$ cat src/rtl/andself_arb_seq.sv
// andself_arb_seq: round-robin arbiter that time-shares one 8-bit reduction-AND
// unit, streaming each granted word slice by slice and returning its full AND.
module andself_arb_seq #(
    parameter int NREQ   = 4,
    parameter int NSLICE = 4
) (
    input  logic                       clk,
    input  logic                       rst,
    input  logic [NREQ-1:0]            req_valid,
    output logic [NREQ-1:0]            req_ready,
    input  logic [NREQ*8*NSLICE-1:0]   req_data,
    output logic [7:0]                 and_a,
    input  logic                       and_y,
    output logic                       resp_valid,
    input  logic                       resp_ready,
    output logic [$clog2(NREQ)-1:0]    resp_id,
    output logic                       resp_y
);
    localparam int DW  = 8 * NSLICE;
    localparam int IDW = $clog2(NREQ);
    localparam int IXW = NSLICE > 1 ? $clog2(NSLICE) : 1;

    typedef enum logic [1:0] {S_IDLE, S_RUN, S_RESP} state_t;

    state_t          r_state;
    logic [IDW-1:0]  r_rr_ptr;
    logic [IXW-1:0]  r_idx;
    logic            r_acc;
    logic [DW-1:0]   r_word;
    logic            r_resp_valid;
    logic [IDW-1:0]  r_resp_id;
    logic            r_resp_y;
    logic [IDW-1:0]  w_gnt;
    logic            w_any;

    // Walk from the farthest offset back to rr_ptr so the nearest valid wins.
    always_comb begin : p_gnt
        int j;
        j     = 0;
        w_gnt = '0;
        w_any = 1'b0;
        for (int k = NREQ - 1; k >= 0; k--) begin
            j = int'(r_rr_ptr) + k;
            j = j >= NREQ ? j - NREQ : j;
            if (req_valid[j[IDW-1:0]]) begin
                w_gnt = IDW'(j);
                w_any = 1'b1;
            end
        end
    end

    assign req_ready  = (r_state == S_IDLE && w_any) ? NREQ'(1) << w_gnt : '0;
    assign and_a      = r_state == S_RUN ? r_word[7:0] : 8'h00;
    assign resp_valid = r_resp_valid;
    assign resp_id    = r_resp_id;
    assign resp_y     = r_resp_y;

    always_ff @(posedge clk) begin
        if (rst) begin
            r_state      <= S_IDLE;
            r_rr_ptr     <= '0;
            r_idx        <= '0;
            r_acc        <= 1'b1;
            r_word       <= '0;
            r_resp_valid <= 1'b0;
            r_resp_id    <= '0;
            r_resp_y     <= 1'b0;
        end else begin
            case (r_state)
                S_IDLE: if (w_any) begin
                    r_word    <= req_data[w_gnt*DW +: DW];
                    r_resp_id <= w_gnt;
                    r_rr_ptr  <= w_gnt == IDW'(NREQ - 1) ? '0 : w_gnt + IDW'(1);
                    r_idx     <= '0;
                    r_acc     <= 1'b1;
                    r_state   <= S_RUN;
                end
                S_RUN: begin
                    r_acc  <= r_acc & and_y;
                    r_word <= r_word >> 8;
                    if (!and_y || r_idx == IXW'(NSLICE - 1)) begin
                        r_resp_y     <= r_acc & and_y;
                        r_resp_valid <= 1'b1;
                        r_state      <= S_RESP;
                    end else begin
                        r_idx <= r_idx + IXW'(1);
                    end
                end
                S_RESP: if (resp_ready) begin
                    r_resp_valid <= 1'b0;
                    r_state      <= S_IDLE;
                end
                default: r_state <= S_IDLE;
            endcase
        end
    end
endmodule

$ cat config.mk
export PLATFORM = sky130hd
export DESIGN_NAME = andself_arb_seq
export DESIGN_NICKNAME = d
export VERILOG_FILES = /design/src/rtl/andself_arb_seq.sv
export SDC_FILE = /design/constraint.sdc
export NUM_CORES = 1
export LEC_CHECK = 0
export CORE_MARGIN = 4
export CORE_UTILIZATION = 40
export CTS_BUF_LIST = sky130_fd_sc_hd__clkbuf_16
export DETAILED_ROUTE_END_ITERATION = 8
export PLACE_DENSITY = 0.81
export SETUP_SLACK_MARGIN = 0.3
export SLEW_MARGIN = 0
export SYNTH_ARGS = -nofsm -noshare
export SYNTH_HDL_FRONTEND = slang
export SYNTH_SLANG_ARGS = --single-unit
$ cat constraint.sdc
create_clock -name clk -period 5.8 [get_ports clk]
set_input_delay 0.87 -clock clk [delete_from_list [all_inputs] [get_ports clk]]
set_output_delay 0.87 -clock clk [all_outputs]
set_load 0.02 [all_outputs]
# Word level (Yosys, flattened, before mapping)
# Index checks and enable logic that the tools add are counted.
# totals
out_inout_bits	16
wordCells	85
ff_bits	43
inputBits	136
# op_classes
n_eq_ne	8
magnitude_cmp	8
muxes	37
n_bitwise	1
shift	2
n_addsub	9
n_reduce_logical	12
# ops
op	n
$shiftx A128 B8 Y32	1
$pmux W32 S2	1
$mux W32	1
$mux W2	14
$lt A2 B3 Y1 const B	4
$mux W1	11
$ge A3 B3 Y1 const B	3
$reduce_and A3 Y1	3
$bmux W1 S2	4
$mux W8	1
$sub A2 B1 Y2 const B	4
$add A2 B2 Y3 const B	2
$eq A2 B2 Y1 const B	3
$ne A2 B2 Y1 const B	3
$pmux W2 S3	1
$reduce_and A2 Y1	3
$add A2 B1 Y2 const B	2
$mux W4	1
$pmux W1 S2	2
$pmux W2 S2	1
$reduce_bool A2 Y1	2
$shl A1 B2 Y4 const A	1
$add A2 B1 Y3 const B	1
$ge A2 B3 Y1 const B	1
other kinds (7)	7

# Logic depth before layout (Yosys ltp)
# Gate-level depths: netlist of run 1.
# logic_depth
ltp_word	12
depth_mapped	10
mapped_depth_nobuf	8

# Worst setup path before layout of run 1
# OpenSTA, ideal clock, no wires.
# synth_path
path_type	input port to output port
start	input req_valid[2]
end	output req_ready[3]
t_arrival_ns	2.203
required_ns	4.930
setup_slack_ns	2.727
stages	8
n_path_buf	2
path_cell_list	nor2b_1 > a211o_2 > nand2_2 > inv_2 > buf_6 > buf_8 > ha_1 > and2_1
# synth_between
elab_chain_cells	8
elab_cells_between_ends	19
classes_between	shift: 1; mux: 17; reduce/logical: 1
# synth_lines
element	line_no	source
from (decl)	9	input logic [NREQ-1:0] req_valid,
$bmux W1 S2	45	if (req_valid[j[IDW-1:0]]) begin
$mux W1 (not written as such)	45	
$mux W2 (3 in a row)	45	
$mux W2 (*)	45	
net w_gnt[1]	33	logic [IDW-1:0] w_gnt;
$shl A1 B2 Y4 (*)	52	assign req_ready = (r_state == S_IDLE && w_any) ? NREQ'(1) << w_gnt : '0;
$mux W4 (*)	52	
to (decl)	10	output logic [NREQ-1:0] req_ready,
# Mark *: on every way through the listed nets, which the timed path passes. The rest lies on a longest branch. The select of a mux whose other input is x is not followed.

# Worst setup path after layout of run 1
# layout_path
start	input req_valid[1]
end	output req_ready[3]
# The elaborated chain is that of the path after synthesis.

==> run summary, run 1 <==
Power spread over the standard cell area amounts to 253 nW/um^2. The synthesized netlist devotes 2.13% of its cell area to adder and majority cells. Flop-to-flop setup slack: 3.44 ns. Once placement finished, the instance area stood at 4440 um^2. In this run, distinct cell masters in the synthesized netlist total 42. Summed over all instances, the cell type with the most area after synthesis is dfxtp_1. At the end of routability-driven placement, the weighted congestion stood at 0.904. The area growth from synthesis to layout is 57.5%. For the number of slew-limit violations in the final report, the log shows 0.

After the first detailed-routing iteration, the DRC count stood at 151. Yosys attributes the largest share of cell area to dfxtp_1, mux2i_1, o221ai_1. The worst path uses 70.9% of the clock period. The total clock buffers created by CTS is 5. Counting instances, the worst hold path has a depth of 2. The initial antenna violation count was 0. The tools report the launching point of the worst reg2reg path as r_rr_ptr[1]. Top cell family by delay on the critical path: buffers and inverters. The residual DRC count is 0, and the floorplan die width is 93.7 um. The worst path in the final design needs a cycle of 4.11 ns, including I/O delays and setup. For this run, the slowest stage of the critical path takes 0.60 ns. The capture point of the worst reg-to-reg path is r_word[19].

Synthesis handed over a netlist of 334 instances. Worst slew slack as a fraction of its limit: 42.0%. The post-synthesis xor/xnor area fraction was 0%. After detailed routing, the average wire length per cell comes to 16.3 um. Cells with a size suffix above 1 make up 8.26% of the layout. Yosys printed 0 warnings. The initial utilization of the core area, before any placement, comes to 42.3%. Setup repair after global routing left no endpoint under its margin. The worst hold path terminates at resp_id[1]. After detailed routing, the number of vias per cell comes to 5.42. The run gives 146 uV as the maximum vdd drop. Counting both buffers and inverters, the worst setup path holds a total of 3. For the worst-skew pair, the clock arrives at the later sink with an insertion delay of 0.28 ns. Switching power as a share of total power: 29.8%. The run finished with clean final reports. Gates resized during post-CTS repair numbered 0. The pre-antenna-repair detailed-routing pass consisted of 4 iterations. Clock-pin slew was measured on the worst setup and hold paths at 0.06 ns. Across the routed clock network, the largest skew measured is 0.00401 ns. The number of global-route vias before repair was 3,007. The worst hold path belongs to the class flop to flop. The cell with the most instances after synthesis was mux2i_1. Setup violations remaining at the end of the flow were counted as 0. The synthesized flop and latch total is 43, and the detailed placement HPWL is 7.30 mm.

0 antenna diodes ended up in the layout. 152 I/O pins were placed. The internal portion of the total power is 0.000820 W. The clock network fraction of design power came out at 30.7%.

The number of nets handed over by synthesis was 475. The worst register-to-register path has a depth of 6. By area, the combinational part of the netlist is dominated by compound AO/OA/AOI/OAI gates.

The first global-routing pass estimated 14.4 mm of wire. The analysis attributes to cell leakage a power of 1.81 nW. The post-CTS repair timing setup buffer count is 0.

On the critical path, the stage with the largest delay is an instance of clkdlybuf4s50_1. The run gives 2 as the largest buffer count on any clock path. The region available for standard cell placement spans 6940 um^2. The synthesized netlist devotes 23.7% of its cell area to compound gates. The number of nets with antenna violations after routing is 0.

In this run the vertical extent of the chip is 93.7 um. In this run the power spent charging and discharging nets is 0.000349 W. After routing the design area is 4630 um^2. The share of cell area taken by muxes after synthesis is 19.1%.

The type of element capturing the critical path is a primary output. Final count of hold timing violations: 0. The startpoint identified for the worst hold timing path is resp_id[1].

The number of sinks driven by the clock tree was 43; the H-tree depth reported by CTS was 2. Averaged over all synthesized cells, the footprint is 8.79 um^2. OpenSTA, run right after detailed placement, puts the worst setup slack at 1.71 ns.

The commonest cells after synthesis are mux2i_1, dfxtp_1, nand2_1, o221ai_1, nand3_1. The logs give 0 for the number of hold buffers added after cts and 8780 um^2 for the die outline area. For the cell area after synthesis, the log shows 2940 um^2. The run gives 0 ns as the total negative slack for setup checks.

The via count came out at 3,077. Based on the critical path, the design can be clocked at up to 0.243 GHz. The logs give 579 for the filler cell count in the final layout and 1.69 ns for the worst path setup slack after routing. STA puts the critical path data required time at 4.93 ns. Cells fill 66.6% of the core in the end. For this block, the routed nets add up to 9.24 mm of wire. The maximum number of pins on one net before global-route repair was 40. The number of synthesized flops with an enable pin came out at 0. The most used flip-flop cell after synthesis is dfxtp_1. TritonCTS built the clock tree. The signal on the critical path passes through clkdlybuf4s50_1 -> nor2_1 -> nor4_4 -> nor2_4 -> inv_2 -> ha_1 -> and2_1 -> clkdlybuf4s50_1.

Of all nets on the critical path, the largest fanout is 8. The layout net count is 612, and the transition time of the tightest slew-check pin is 0.864 ns. Sequential cells account for 32.8% of the total power. After Yosys synthesis, and, or, nand and nor cells account for 19.5% of the synthesized area.

The tools report the number of max-capacitance violations reported as 0. The root buffer cell chosen for the clock tree is clkbuf_16. By startpoint and endpoint, the worst setup path is classified as input pin to primary output. STA puts the critical path data arrival time at 3.24 ns. STA classifies the critical path startpoint as an input pin. The share of total power dissipated in combinational logic is 36.5%. The total routing resource utilization after global routing is 20.3%, and the post-synthesis async set-or-reset flop share is 0%. The post-synthesis sequential area ratio is 29.3%.

The share of synthesized area in the top cell type comes to 29.3%. The placement row count was 30; the count of input and output buffers was 151. Library cell appearing most often on the critical path: clkdlybuf4s50_1. Summed over all layers, the global routing overflow is 0.
## power groups by stage
stage	Clock (W)	Combinational, W	Sequential [W]
4_1_cts	0.000364	0.000430	0.000382
2_1_floorplan	0	0.000280	0.000380
5_1_grt	0.000374	0.000468	0.000388
3_3_place_gp	0	0.000421	0.000387
3_5_place_dp	0	0.000429	0.000388
6_report	0.000359	0.000427	0.000383
## area by class of cell
cell class              count  area [um^2]  area share (%)
clock buffers               5          125            2.70
clock inverters             3         63.8            1.38
inverters                   4         15.0           0.325
multi-input cells         262         1900            41.1
flip-flops and latches     43          861            18.6
well taps                  96          120            2.60
repair buffers            155         1540            33.3
## flip-flops by register name, indices dropped and copies added, names as in the netlist
register	cells
r_rr_ptr	2
r_acc	1
resp_id	2
resp_y	1
r_state	2
r_word	32
resp_valid	1
r_idx	2
## routing by layer
metal / wire length [um] / share of wire (%) / vias up / track usage, %
li1: - / - / 1520 / -
met1: 3730 / 40 / 1417 / 24.7
met2: 4790 / 52 / 130 / 36.4
met3: 627 / 6.8 / 10 / 4.65
met4: 91 / 0.99 / 0 / 4.45
met5: 0 / 0 / - / 0
## tightest hold or removal path: stages, from the launching register on
cell and delay [ns]:
dfxtp_1 0.31, nand2_1 0.05, a21oi_1 0.05
## placed cells by master, fill, tap and decap left out, types with 2 or more instances in the layout
cell	netlist	final
o21ai_0	9	9
dfxtp_1	43	43
or3_1	2	2
buf_4	1	4
a21oi_1	10	10
a21bo_2	2	2
mux2i_1	56	56
nor3_1	2	2
inv_2	2	2
nand3_1	22	22
ha_1	5	5
a21o_1	19	19
nand2b_1	3	3
nand2_1	33	33
or2_2	13	13
nand2_2	2	2
o221ai_1	24	24
nor2b_1	2	2
clkbuf_16	0	5
nor2_2	2	2
a22oi_1	13	13
clkdlybuf4s50_1	0	151
and2_1	12	12
inv_1	2	3
bufinv_16	0	2
o211ai_1	8	8
a211o_1	2	2
nor2_1	8	7
## cell families (layout without fill, tap and decap cells)
| kind of cell | Yosys count | in the layout |
|---|---|---|
| flops | 43 | 43 |
| simple gates | 108 | 108 |
| mux | 56 | 56 |
| compound gates | 93 | 93 |
| fa+ha+maj | 5 | 5 |
| buf+inv | 29 | 167 |
## how the worst max path moves through the flow
stage,slack (ns),cells after the start,from,to
2_1_floorplan,2.73,8,req_valid[2],req_ready[3]
3_3_place_gp,1.82,8,req_valid[1],req_ready[3]
3_5_place_dp,1.71,8,req_valid[1],req_ready[3]
4_1_cts,1.69,8,req_valid[1],req_ready[3]
5_1_grt,1.51,8,req_valid[1],req_ready[3]
6_report,1.69,8,req_valid[1],req_ready[3]
## through the flow
step	total power [W]	hold slack [ns]	instances
after global routing	0.00123	0.493	568
after floorplan	0.000660	0.443	334
after detailed placement	0.000816	0.448	560
after global placement	0.000807	0.444	560
after CTS	0.00118	0.457	568
final	0.00117	0.454	568
No activity file was read; power rests on OpenSTA's default activity.
==> run 2, diff against run 1 <==
--- a/config.mk
+++ b/config.mk
@@ -6,10 +6,10 @@
 export NUM_CORES = 1
 export LEC_CHECK = 0
 export CORE_MARGIN = 4
-export CORE_UTILIZATION = 40
+export CORE_UTILIZATION = 36
 export CTS_BUF_LIST = sky130_fd_sc_hd__clkbuf_16
 export DETAILED_ROUTE_END_ITERATION = 8
-export PLACE_DENSITY = 0.81
+export PLACE_DENSITY = 0.77
 export SETUP_SLACK_MARGIN = 0.3
 export SLEW_MARGIN = 0
 export SYNTH_ARGS = -nofsm -noshare
==> constraint.sdc (replaced) <==
create_clock -name clk -period 3.38 [get_ports clk]
set_input_delay 0.507 -clock clk [delete_from_list [all_inputs] [get_ports clk]]
set_output_delay 0.507 -clock clk [all_outputs]
set_load 0.02 [all_outputs]
==> run summary, run 2 (same netlist as run 1, synthesis figures left out) <==
The first global-routing pass estimated 15.1 mm of wire. The transition time of the tightest slew-check pin works out to 0.649 ns. The routed design could run at a clock period as short as 2.97 ns.

The peak fanout along the critical path works out to 4. After detailed placement, the design holds a cell count of 571. The setup violation total in the final timing report came out at 0. Across the whole layout, storage elements account for 861 um^2.

The non-filler instance count after layout came out at 579. In the layout the commonest cells are clkdlybuf4s50_1, mux2i_1, dfxtp_1. In this run the post-CTS setup repair buffer count came out at 0.

Setup repair after global routing left no endpoint under its margin. The top register by number of flip-flops is r_word. Hold is met by 0.454 ns. In this run the remaining antenna-violating nets after routing total 0.

The tools report the critical hold path startpoint as resp_y. Layout net count: 617. The tools report the number of slew-limit violations in the final report as 0. The number of sinks driven by the clock tree is 43, and the period utilization is 87.8%.

The cell at the root of the clock tree was clkbuf_16. STA classifies the critical path endpoint as a primary output. In the final routed layout, each cell accounts on average for 16.5 um. In this run the standard cell core region covers 7850 um^2.

Compared with the post-synthesis result, the final layout area differs by 57.9%. The run gives 0.28 ns as the source-to-sink clock delay at the later pin of the worst-skew pair. The tools report the via count as 3,096. The aggregate global routing overflow is 0. The final weighted congestion in routability-driven placement was 0.845; the count of input and output buffers was 151. In this run the power density over the cells is 402 nW/um^2. 152 I/O pins were placed. The register clock-pin slew on the reported worst setup and hold paths was 0.06 ns. The worst register-to-register path begins at r_rr_ptr[0]. After routing, the total negative slack on setup checks comes to 0 ns. The register with the most flip-flops in the layout has 32 of them. The filler cell count in the final layout is 716, and the multi-input logic area is 1920 um^2. The die outline area was 9670 um^2. Max-cap violations in this run came to 0. By startpoint and endpoint, the worst setup path is classified as input pin to primary output. The run gives 37 as the maximum number of pins on one net before global-route repair. At the worst endpoint, the required time is 2.87 ns.

The clock arrives with 0.00543 ns of skew. The flow ran to the end, and the final reports show no timing, DRC or antenna violations. In the routed layout, each cell is associated on average with a via count of 5.35.

STA classifies the critical path startpoint as an input pin. The run gives 2 as the H-tree depth reported by CTS. Measured along the y axis, the die boundary spans 98.3 um.

Total clock buffers created by CTS: 5. The data arrival time of the critical path is 2.46 ns, and the detailed placement HPWL is 7.59 mm. In the routed design, unresolved DRC markers number 0. The share of cells above drive strength 1 is 9.85%. Leaving out fill and tap cells, the most frequent cell in the layout is clkdlybuf4s50_1.

Summed over all layers, the routed wires come to 9.56 mm. In this run the deepest clock path goes through 2 buffers. For the total routing resource utilization after global routing, the log shows 19.0%. The number of inserted diodes is 0.

The worst pin sits at a relative slew slack of 56.7%. The tools report the detailed-router iteration count before antenna repair as 4. The critical path starts at req_valid[2]. The detailed router finished its first iteration with 124 violations. The analysis attributes to cell leakage a power of 1.87 nW. The final count of hold timing violations was 0.

The floorplan has 32 rows. The top achievable clock speed was 0.337 GHz. TritonCTS built the clock tree. Measured along the x axis, the die boundary spans 98.3 um.

The number of global-route vias before repair was 3,154. In this run the worst hold path is classified as flop to flop. The tools report the initial antenna violation count as 0. IR analysis of the VDD net gives a maximum drop of 194 uV.

For this configuration, the core starts out at a cell density of 37.4%.
run 2: changes by cell type in the layout (fill, tap and decap cells not counted), sizes merged:
cell	before	now
buf	4	9
bufinv	2	0
clkdlybuf4s50	151	145
clkinv	0	1
dlygate4sd2	0	4
dlymetal6s2s	0	2
inv	5	6
run 2: metal layers:
metal	up-vias	share of wire [%]	track usage (%)
met1	1453	41	22.4
met4	0	0.93	5.15
met2	105	52	34.3
met3	6	5.9	4.29
met5	-	0	0
li1	1532	-	-
run 2: final timing paths:
check / end / slack, ns / depth (start not counted)
worst max register to register: r_word[0] / 1.24 / 6
worst min register to register: resp_y / 0.45 / 2
worst min-delay path: resp_y / 0.45 / 2
worst max-delay path: req_ready[0] / 0.41 / 7
run 2: layout make-up:
class,count,share of cell area [%]
clock buffer,5,2.70
clock inverter,3,0.270
inverter,4,0.324
multi-input combinational,262,41.4
sequential,43,18.6
tap,102,2.75
timing repair buffer,160,34.0
run 2: report_power, final:
part / total, W / switching (W) / internal [W]
Combinational: 0.000748 / 0.000351 / 0.000397
Clock: 0.000452 / 0.000185 / 0.000267
Sequential: 0.000663 / 0.0000639 / 0.000599
run 2: metrics by stage:
stage | setup slack [ns] | utilization [%] | area [um^2] | power, W
floorplan | 1.03 | - | 2940 | 0.00113
global placement | 0.235 | 57.1 | 4480 | 0.00140
detailed placement | 0.139 | 57.1 | 4480 | 0.00143
CTS | 0.301 | 58.9 | 4620 | 0.00188
global route | 0.361 | 59.1 | 4640 | 0.00198
finish | 0.414 | 59.1 | 4640 | 0.00186
run 2: critical path: stages:
cell	delay, ns
clkdlybuf4s50_1	0.45
nor2b_2	0.20
a211o_2	0.31
nand2_2	0.12
ha_1	0.15
and2_1	0.12
clkdlybuf4s50_1	0.60
run 2: repair_timing:
| item | in CTS | in global routing |
|---|---|---|
| setup endpoints to repair | 4 | 2 |
| hold endpoints to repair | 0 | 0 |
| gates resized for setup | 7 | 4 |
| hold buffers | 0 | 0 |
==> run 3, diff against run 2 <==
--- a/config.mk
+++ b/config.mk
@@ -8,6 +8,7 @@
 export CORE_MARGIN = 4
 export CORE_UTILIZATION = 36
 export CTS_BUF_LIST = sky130_fd_sc_hd__clkbuf_16
+export CTS_CLUSTER_DIAMETER = 50
 export DETAILED_ROUTE_END_ITERATION = 8
 export PLACE_DENSITY = 0.77
 export SETUP_SLACK_MARGIN = 0.3
==> results of run 3 <==
Same layout as run 2: the final DEF is identical, and so are final timing and power.
